[config.mk]
export PLATFORM = sky130hd
export DESIGN_NAME = spi_seq_ctrl_flat
export DESIGN_NICKNAME = d
export VERILOG_FILES = /design/src/rtl/spi_seq_ctrl_if.sv /design/src/rtl/spi_seq_ctrl.sv /design/src/flat_wrapper.sv
export SDC_FILE = /design/constraint.sdc
export NUM_CORES = 1
export LEC_CHECK = 0
export CORE_MARGIN = 2
export CORE_UTILIZATION = 51
export CTS_CLUSTER_SIZE = 12
export DETAILED_ROUTE_END_ITERATION = 12
export PLACE_DENSITY = 0.71
export SYNTH_ARGS = -nofsm -noshare
export SYNTH_HDL_FRONTEND = slang
export SYNTH_SLANG_ARGS = --single-unit
[constraint.sdc]
create_clock -name i_clk -period 8.5 [get_ports i_clk]
set_clock_uncertainty 0.15 [all_clocks]
set_input_delay 1.275 -clock i_clk [delete_from_list [all_inputs] [get_ports i_clk]]
set_output_delay 1.275 -clock i_clk [all_outputs]
set_load 0.02 [all_outputs]
[src/rtl/spi_seq_ctrl_if.sv]
// Host-side and SPI-master-side signal bundle for spi_seq_ctrl.
// slave = the sequencer, master = host plus SPI master.
interface spi_seq_ctrl_if #(
    parameter int AW = 4
);
    // Handshakes: a start is taken on a clock edge where i_start=1, o_ready=1 and i_len!=0.
    // A write is taken on any edge with i_wr_en=1 and o_ready=1.
    // Toward the SPI master, o_spi_tx_rx is a request held high until i_spi_busy=1 is seen.
    // The byte is complete on the first edge after that at which i_spi_busy=0.
    // o_rx_valid and o_done are single-cycle pulses with no back-pressure.
    logic          i_wr_en;
    logic [7:0]    i_wr_data;
    logic          i_start;
    logic [AW:0]   i_len;
    logic          i_abort;
    logic          o_ready;
    logic          o_rx_valid;
    logic [7:0]    o_rx_data;
    logic [AW-1:0] o_rx_index;
    logic          o_done;
    logic          o_err;
    logic          o_spi_tx_rx;
    logic [7:0]    o_spi_tx_data;
    logic          i_spi_busy;
    logic [7:0]    i_spi_rx_data;

    modport slave (
        input  i_wr_en, i_wr_data, i_start, i_len, i_abort, i_spi_busy, i_spi_rx_data,
        output o_ready, o_rx_valid, o_rx_data, o_rx_index, o_done, o_err,
        output o_spi_tx_rx, o_spi_tx_data
    );

    modport master (
        output i_wr_en, i_wr_data, i_start, i_len, i_abort, i_spi_busy, i_spi_rx_data,
        input  o_ready, o_rx_valid, o_rx_data, o_rx_index, o_done, o_err,
        input  o_spi_tx_rx, o_spi_tx_data
    );
endinterface

[src/rtl/spi_seq_ctrl.sv]
// Multi-byte SPI transaction sequencer: buffers TX bytes, feeds the SPI master byte by byte and
// returns indexed RX bytes. Define SPI_SEQ_TIMEOUT_EN to enable the REQ/WAIT_LO watchdog.
module spi_seq_ctrl #(
    parameter int BUF_DEPTH      = 16,
    parameter int AW             = 4,
    parameter int GAP_CYCLES     = 64,
    parameter int TIMEOUT_CYCLES = 1024
) (
    input  logic          i_clk,
    input  logic          i_rst_n,
    spi_seq_ctrl_if.slave bus,
    output logic [2:0]    dbg_state
);
    typedef enum logic [2:0] {
        S_IDLE    = 3'd0,
        S_REQ     = 3'd1,
        S_WAIT_LO = 3'd2,
        S_CAPTURE = 3'd3,
        S_GAP     = 3'd4,
        S_DONE    = 3'd5,
        S_DRAIN   = 3'd6
    } state_t;

    localparam int CNT_MAX = (GAP_CYCLES > TIMEOUT_CYCLES) ? GAP_CYCLES : TIMEOUT_CYCLES;
    localparam int CW = $clog2(CNT_MAX + 1);
    localparam logic [AW:0] LEN_MAX = (AW+1)'(BUF_DEPTH);

    state_t        state, state_n;
    logic [AW-1:0] wr_ptr, wr_ptr_n;
    logic [AW-1:0] idx, idx_n;
    logic [AW:0]   len, len_n;
    logic [CW-1:0] cnt;
    logic          cnt_en;
    logic          timeout;
    logic          abort_hit;
    logic          wr_fire;
    logic [7:0]    tx_next;
    logic [7:0]    tx_buf [BUF_DEPTH];

    logic          rx_valid_q;
    logic [7:0]    rx_data_q;
    logic [AW-1:0] rx_index_q;
    logic          done_q;
    logic          tx_rx_q;
    logic [7:0]    tx_data_q;

    assign wr_fire   = (state == S_IDLE) && bus.i_wr_en;
    assign abort_hit = (state != S_IDLE) && bus.i_abort;

    always_comb begin
        state_n  = state;
        wr_ptr_n = wr_ptr;
        idx_n    = idx;
        len_n    = len;
        cnt_en   = 1'b0;
        timeout  = 1'b0;
        case (state)
            S_IDLE: begin
                if (bus.i_wr_en) wr_ptr_n = wr_ptr + 1'b1;
                if (bus.i_start && (bus.i_len != '0)) begin
                    state_n = S_REQ;
                    idx_n   = '0;
                    len_n   = (bus.i_len > LEN_MAX) ? LEN_MAX : bus.i_len;
                end
            end
            S_REQ: begin
                if (bus.i_spi_busy) state_n = S_WAIT_LO;
`ifdef SPI_SEQ_TIMEOUT_EN
                cnt_en  = 1'b1;
                timeout = !bus.i_spi_busy && !abort_hit && (cnt == CW'(TIMEOUT_CYCLES - 1));
`endif
            end
            S_WAIT_LO: begin
                if (!bus.i_spi_busy) state_n = S_CAPTURE;
`ifdef SPI_SEQ_TIMEOUT_EN
                cnt_en  = 1'b1;
                timeout = bus.i_spi_busy && !abort_hit && (cnt == CW'(TIMEOUT_CYCLES - 1));
`endif
            end
            S_CAPTURE: begin
                if ({1'b0, idx} == (len - 1'b1)) begin
                    state_n = S_DONE;
                end else begin
                    idx_n   = idx + 1'b1;
                    state_n = S_GAP;
                end
            end
            S_GAP: begin
                cnt_en = 1'b1;
                if (cnt == CW'(GAP_CYCLES - 1)) state_n = S_REQ;
            end
            S_DONE: begin
                wr_ptr_n = '0;
                state_n  = S_IDLE;
            end
            S_DRAIN: begin
                if (!bus.i_spi_busy) begin
                    wr_ptr_n = '0;
                    state_n  = S_IDLE;
                end
            end
            default: state_n = S_IDLE;
        endcase
        if (timeout) begin
            state_n  = S_IDLE;
            wr_ptr_n = '0;
        end
        // Abort wins over every other exit; a CAPTURE pulse already on the outputs still stands.
        if (abort_hit) state_n = S_DRAIN;
    end

    // Same-cycle write+start must present the freshly written byte when it lands at index 0.
    assign tx_next = (wr_fire && (wr_ptr == idx_n)) ? bus.i_wr_data : tx_buf[idx_n];

    always_ff @(posedge i_clk) begin
        if (!i_rst_n) begin
            state      <= S_IDLE;
            wr_ptr     <= '0;
            idx        <= '0;
            len        <= '0;
            cnt        <= '0;
            rx_valid_q <= 1'b0;
            rx_data_q  <= '0;
            rx_index_q <= '0;
            done_q     <= 1'b0;
            tx_rx_q    <= 1'b0;
            tx_data_q  <= '0;
        end else begin
            state      <= state_n;
            wr_ptr     <= wr_ptr_n;
            idx        <= idx_n;
            len        <= len_n;
            cnt        <= (cnt_en && (state_n == state)) ? cnt + 1'b1 : '0;
            rx_valid_q <= (state_n == S_CAPTURE);
            done_q     <= (state_n == S_DONE);
            tx_rx_q    <= (state_n == S_REQ);
            if (state_n == S_CAPTURE) begin
                rx_data_q  <= bus.i_spi_rx_data;
                rx_index_q <= idx;
            end
            if ((state_n == S_REQ) && (state != S_REQ)) tx_data_q <= tx_next;
        end
    end

    always_ff @(posedge i_clk) begin
        if (i_rst_n && wr_fire) tx_buf[wr_ptr] <= bus.i_wr_data;
    end

`ifdef SPI_SEQ_TIMEOUT_EN
    logic err_q;
    always_ff @(posedge i_clk) begin
        if (!i_rst_n) begin
            err_q <= 1'b0;
        end else if ((state == S_IDLE) && (state_n == S_REQ)) begin
            err_q <= 1'b0;
        end else if (timeout) begin
            err_q <= 1'b1;
        end
    end
    assign bus.o_err = err_q;
`else
    assign bus.o_err = 1'b0;
`endif

    assign bus.o_ready       = (state == S_IDLE);
    assign bus.o_rx_valid    = rx_valid_q;
    assign bus.o_rx_data     = rx_data_q;
    assign bus.o_rx_index    = rx_index_q;
    assign bus.o_done        = done_q;
    assign bus.o_spi_tx_rx   = tx_rx_q;
    assign bus.o_spi_tx_data = tx_data_q;
    assign dbg_state         = state;
endmodule

[src/flat_wrapper.sv]
// flat-port wrapper written by rule: the top's interface ports become plain ports
module spi_seq_ctrl_flat 
#(
    parameter int BUF_DEPTH      = 16,
    parameter int AW             = 4,
    parameter int GAP_CYCLES     = 64,
    parameter int TIMEOUT_CYCLES = 1024
)
  (i_clk, i_rst_n, dbg_state, bus_i_wr_en, bus_i_wr_data, bus_i_start, bus_i_len, bus_i_abort, bus_i_spi_busy, bus_i_spi_rx_data, bus_o_ready, bus_o_rx_valid, bus_o_rx_data, bus_o_rx_index, bus_o_done, bus_o_err, bus_o_spi_tx_rx, bus_o_spi_tx_data);
  spi_seq_ctrl_if #(.AW(AW)) bus_i ();
  input  logic i_clk;
  input  logic i_rst_n;
  output logic [2:0] dbg_state;
  input wire logic [$bits(bus_i.i_wr_en)-1:0] bus_i_wr_en;
  input wire logic [$bits(bus_i.i_wr_data)-1:0] bus_i_wr_data;
  input wire logic [$bits(bus_i.i_start)-1:0] bus_i_start;
  input wire logic [$bits(bus_i.i_len)-1:0] bus_i_len;
  input wire logic [$bits(bus_i.i_abort)-1:0] bus_i_abort;
  input wire logic [$bits(bus_i.i_spi_busy)-1:0] bus_i_spi_busy;
  input wire logic [$bits(bus_i.i_spi_rx_data)-1:0] bus_i_spi_rx_data;
  output wire logic [$bits(bus_i.o_ready)-1:0] bus_o_ready;
  output wire logic [$bits(bus_i.o_rx_valid)-1:0] bus_o_rx_valid;
  output wire logic [$bits(bus_i.o_rx_data)-1:0] bus_o_rx_data;
  output wire logic [$bits(bus_i.o_rx_index)-1:0] bus_o_rx_index;
  output wire logic [$bits(bus_i.o_done)-1:0] bus_o_done;
  output wire logic [$bits(bus_i.o_err)-1:0] bus_o_err;
  output wire logic [$bits(bus_i.o_spi_tx_rx)-1:0] bus_o_spi_tx_rx;
  output wire logic [$bits(bus_i.o_spi_tx_data)-1:0] bus_o_spi_tx_data;
  assign bus_i.i_wr_en = bus_i_wr_en;
  assign bus_i.i_wr_data = bus_i_wr_data;
  assign bus_i.i_start = bus_i_start;
  assign bus_i.i_len = bus_i_len;
  assign bus_i.i_abort = bus_i_abort;
  assign bus_i.i_spi_busy = bus_i_spi_busy;
  assign bus_i.i_spi_rx_data = bus_i_spi_rx_data;
  assign bus_o_ready = bus_i.o_ready;
  assign bus_o_rx_valid = bus_i.o_rx_valid;
  assign bus_o_rx_data = bus_i.o_rx_data;
  assign bus_o_rx_index = bus_i.o_rx_index;
  assign bus_o_done = bus_i.o_done;
  assign bus_o_err = bus_i.o_err;
  assign bus_o_spi_tx_rx = bus_i.o_spi_tx_rx;
  assign bus_o_spi_tx_data = bus_i.o_spi_tx_data;
  spi_seq_ctrl #(.BUF_DEPTH(BUF_DEPTH), .AW(AW), .GAP_CYCLES(GAP_CYCLES), .TIMEOUT_CYCLES(TIMEOUT_CYCLES)) u_core (.i_clk(i_clk), .i_rst_n(i_rst_n), .bus(bus_i), .dbg_state(dbg_state));
endmodule
==> impl_metrics.env <==
export IMPL_num_antenna_cells=0
export IMPL_die_w_um=129
export IMPL_synth_edf_count=128
export IMPL_crit_fanout=41
export IMPL_synth_top_family_by_area="compound AO/OA/AOI/OAI gates"
export IMPL_grt_max_degree=42
export IMPL_layout_worst_path_cycle_share_pct=62.5
export IMPL_grt_pass1_wl_mm=31.5
export IMPL_finalCoreUtilization_pct=61.0
export IMPL_stdcell_count=946
export IMPL_cts_tree="yes"
export IMPL_placed_area_um2=8660
export IMPL_crit_arrival_ns=5.48
export IMPL_fp_dieArea_um2=16700
export IMPL_synth_distinct_cells=59
export IMPL_yosys_area_share_simple_pct=15.1
export IMPL_worstMarginPinSlew_ns=1.12
export IMPL_synth_xor_area_share_pct=2.18
export IMPL_ys_seq_area_share_pct=60.4
export IMPL_clk_latency_ns=0.43
export IMPL_start_util_pct=52.6
export IMPL_synthAdderAreaFrac_pct=1.09
export IMPL_slew_headroom_pct=25.2
export IMPL_max_freq_mhz=188
export IMPL_vias=5815
export IMPL_async_reset_ff_share_pct=0
export IMPL_post_route_min_period_ns=5.31
export IMPL_syn_avg_cell_area_um2=11.6
export IMPL_port_buffers=53
export IMPL_antenna_found_initial=0
export IMPL_dp_slack_ns=3.35
export IMPL_clk_pin_slew_ns=0.07
export IMPL_area_growth_pct=16.0
export IMPL_drive_above_1_share_pct=7.48
export IMPL_gp_congestion=0.833
export IMPL_fin_area_um2=9300
export IMPL_synth_compound_area_share_pct=15.3
export IMPL_fin_ws_ns=3.19
export IMPL_final_hold_viol_count=0
export IMPL_grt_setup_unrepaired="no"
export IMPL_post_dp_hpwl_mm=13.6
export IMPL_maxSlewViolCount=0
export IMPL_critPathKind="reg -> reg"
export IMPL_cts_sinks=178
export IMPL_synth_seq_cells=178
export IMPL_status="completed"
export IMPL_firstDrtPassIters=6
export IMPL_wire_per_inst_um=21.8
export IMPL_drv_cap=0
export IMPL_clock_path_buffers=2
export IMPL_cts_resized_gates=0
export IMPL_grt_pass1_vias=5684
export IMPL_rows=45
export IMPL_cp_start_kind="register"
export IMPL_avgViaCountPerCell=6.15
export IMPL_ys_flop_type="edfxtp_1"
export IMPL_numCtsBuffers=17
export IMPL_track_usage_pct=25.5
export IMPL_drc_errors=0
export IMPL_p_per_area_nw_per_um2=232
export IMPL_required_ns=8.67
export IMPL_synth_cells=689
export IMPL_leakage_nw=3.17
export IMPL_yosysWarnings=0
export IMPL_worstSetupEndpointType="register"
export IMPL_post_cts_buffers=0
export IMPL_cts_hold_fix_buffers=0
export IMPL_setup_violations=0
export IMPL_placedCellCount=914
export IMPL_tns_ns=0
export IMPL_ios=55
export IMPL_whs_ns=0.319
export IMPL_coreArea_um2=15300
export IMPL_grt_remaining_overflow=0
export IMPL_muxShareOfSynthArea_pct=2.87
export IMPL_ant_nets=0
export IMPL_ir_drop_uv=158
export IMPL_min_path_type="reg -> reg"
export IMPL_htree_levels=4
export IMPL_total_power_mw=2.16
export IMPL_die_h_um=129
export IMPL_syn_nets=723
export IMPL_final_nets=756
export IMPL_wirelength_mm=20.6
export IMPL_cts_root_buf="clkbuf_16"
export IMPL_mappedNetlistArea_um2=8020
export IMPL_first_iter_violations=755
[registers in the layout (all words and copies together) (netlist names)]
signal                    flops
u_core.cnt                   11
u_core.wr_ptr                 4
u_core.bus.o_rx_data          8
u_core.bus.o_spi_tx_data      8
u_core.bus.o_done             1
u_core.bus.o_rx_valid         1
u_core.bus.o_spi_tx_rx        1
u_core.len                    5
u_core.tx_buf               128
u_core.dbg_state              3
u_core.bus.o_rx_index         4
u_core.idx                    4
[power by group]
part / leakage [nW] / switching, mW / total, mW / internal (mW)
sequential: 1.56 / 0.0354 / 1.00 / 0.967
clock: 0.312 / 0.338 / 0.825 / 0.487
combinational: 1.30 / 0.200 / 0.330 / 0.130
total: 3.17 / 0.574 / 2.16 / 1.58
[layout make-up]
cell class,count,area [um2]
multi-input cells,456,2930
inverters,10,37.5
clock buffers,22,539
clock inverters,10,105
repair buffers,59,576
flip-flops and latches,178,4840
fillers,1208,5960
well taps,211,264
[Yosys cell counts (all sizes together), types with 19 or more instances]
library cell | number | share of area, %
edfxtp | 128 | 48
nand2 | 69 | 3.3
dfxtp | 50 | 12
nor2 | 50 | 2.4
nand3 | 41 | 2.6
o21ai | 31 | 2.0
clkbuf | 25 | 1.2
a32oi | 24 | 2.6
mux2i | 23 | 2.9
and3 | 21 | 1.6
buf | 20 | 1.4
a31oi | 19 | 1.5
and2 | 19 | 1.5
[placed cells by master (no fill, tap or decap), types with 8 or more instances in the layout]
master and count:
a31oi_1 19, a32o_1 8, xor2_1 9, o21ai_1 15
and3_1 21, nand4_1 18, edfxtp_1 128, dfxtp_1 50
nor2_1 49, a2111oi_0 8, a221o_1 8, mux2i_1 23
and2_1 19, a211o_1 10, clkbuf_16 21, inv_1 9
o211a_1 9, clkdlybuf4s50_1 53, nand2_1 67, a21oi_1 15
a32oi_1 24, xnor2_1 11, nand3_1 41, o21ai_0 15
a31o_2 8
[critical path: stages, from the launching register on]
cell	delay [ns]
dfxtp_1	0.84
inv_1	0.74
a211o_1	0.49
a211o_1	0.49
nand3_1	0.18
buf_4	0.39
nand2_2	0.49
xnor2_1	0.30
nand4_1	0.56
o21ai_1	0.41
o21ai_1	0.11
[path summary, 6_finish.rpt]
check / endpoint / cells past startpoint / start / slack [ns]
worst min register to register: u_core.cnt[0]$_SDFF_PN0_ / 1 / u_core.cnt[0]$_SDFF_PN0_ / 0.32
worst max-delay path: u_core.bus.o_spi_tx_data[4]$_SDFFE_PN0P_ / 10 / u_core.idx[2]$_SDFF_PN0_ / 3.19
worst min-delay path: u_core.cnt[0]$_SDFF_PN0_ / 1 / u_core.cnt[0]$_SDFF_PN0_ / 0.32
worst max register to register: u_core.bus.o_spi_tx_data[4]$_SDFFE_PN0P_ / 10 / u_core.idx[2]$_SDFF_PN0_ / 3.19
[metal layers]
metal,GRT usage [%],wire (um),share of wire (%),up-vias
li1,-,-,-,2702
met1,33.0,8650,42,2860
met2,43.5,10300,50,216
met3,4.34,1250,6.1,37
met4,9.40,464,2.2,0
met5,0,0,0,-
[cells by family (layout without fill, tap and decap cells)]
logic type,count (synthesis),in the layout
compound gates,158,158
xor+xnor,20,20
fa+ha+maj,7,7
buf+inv,55,101
flops,178,178
mux,23,23
other cells,1,1
simple gates,247,247
No activity file was read; power rests on OpenSTA's default activity.
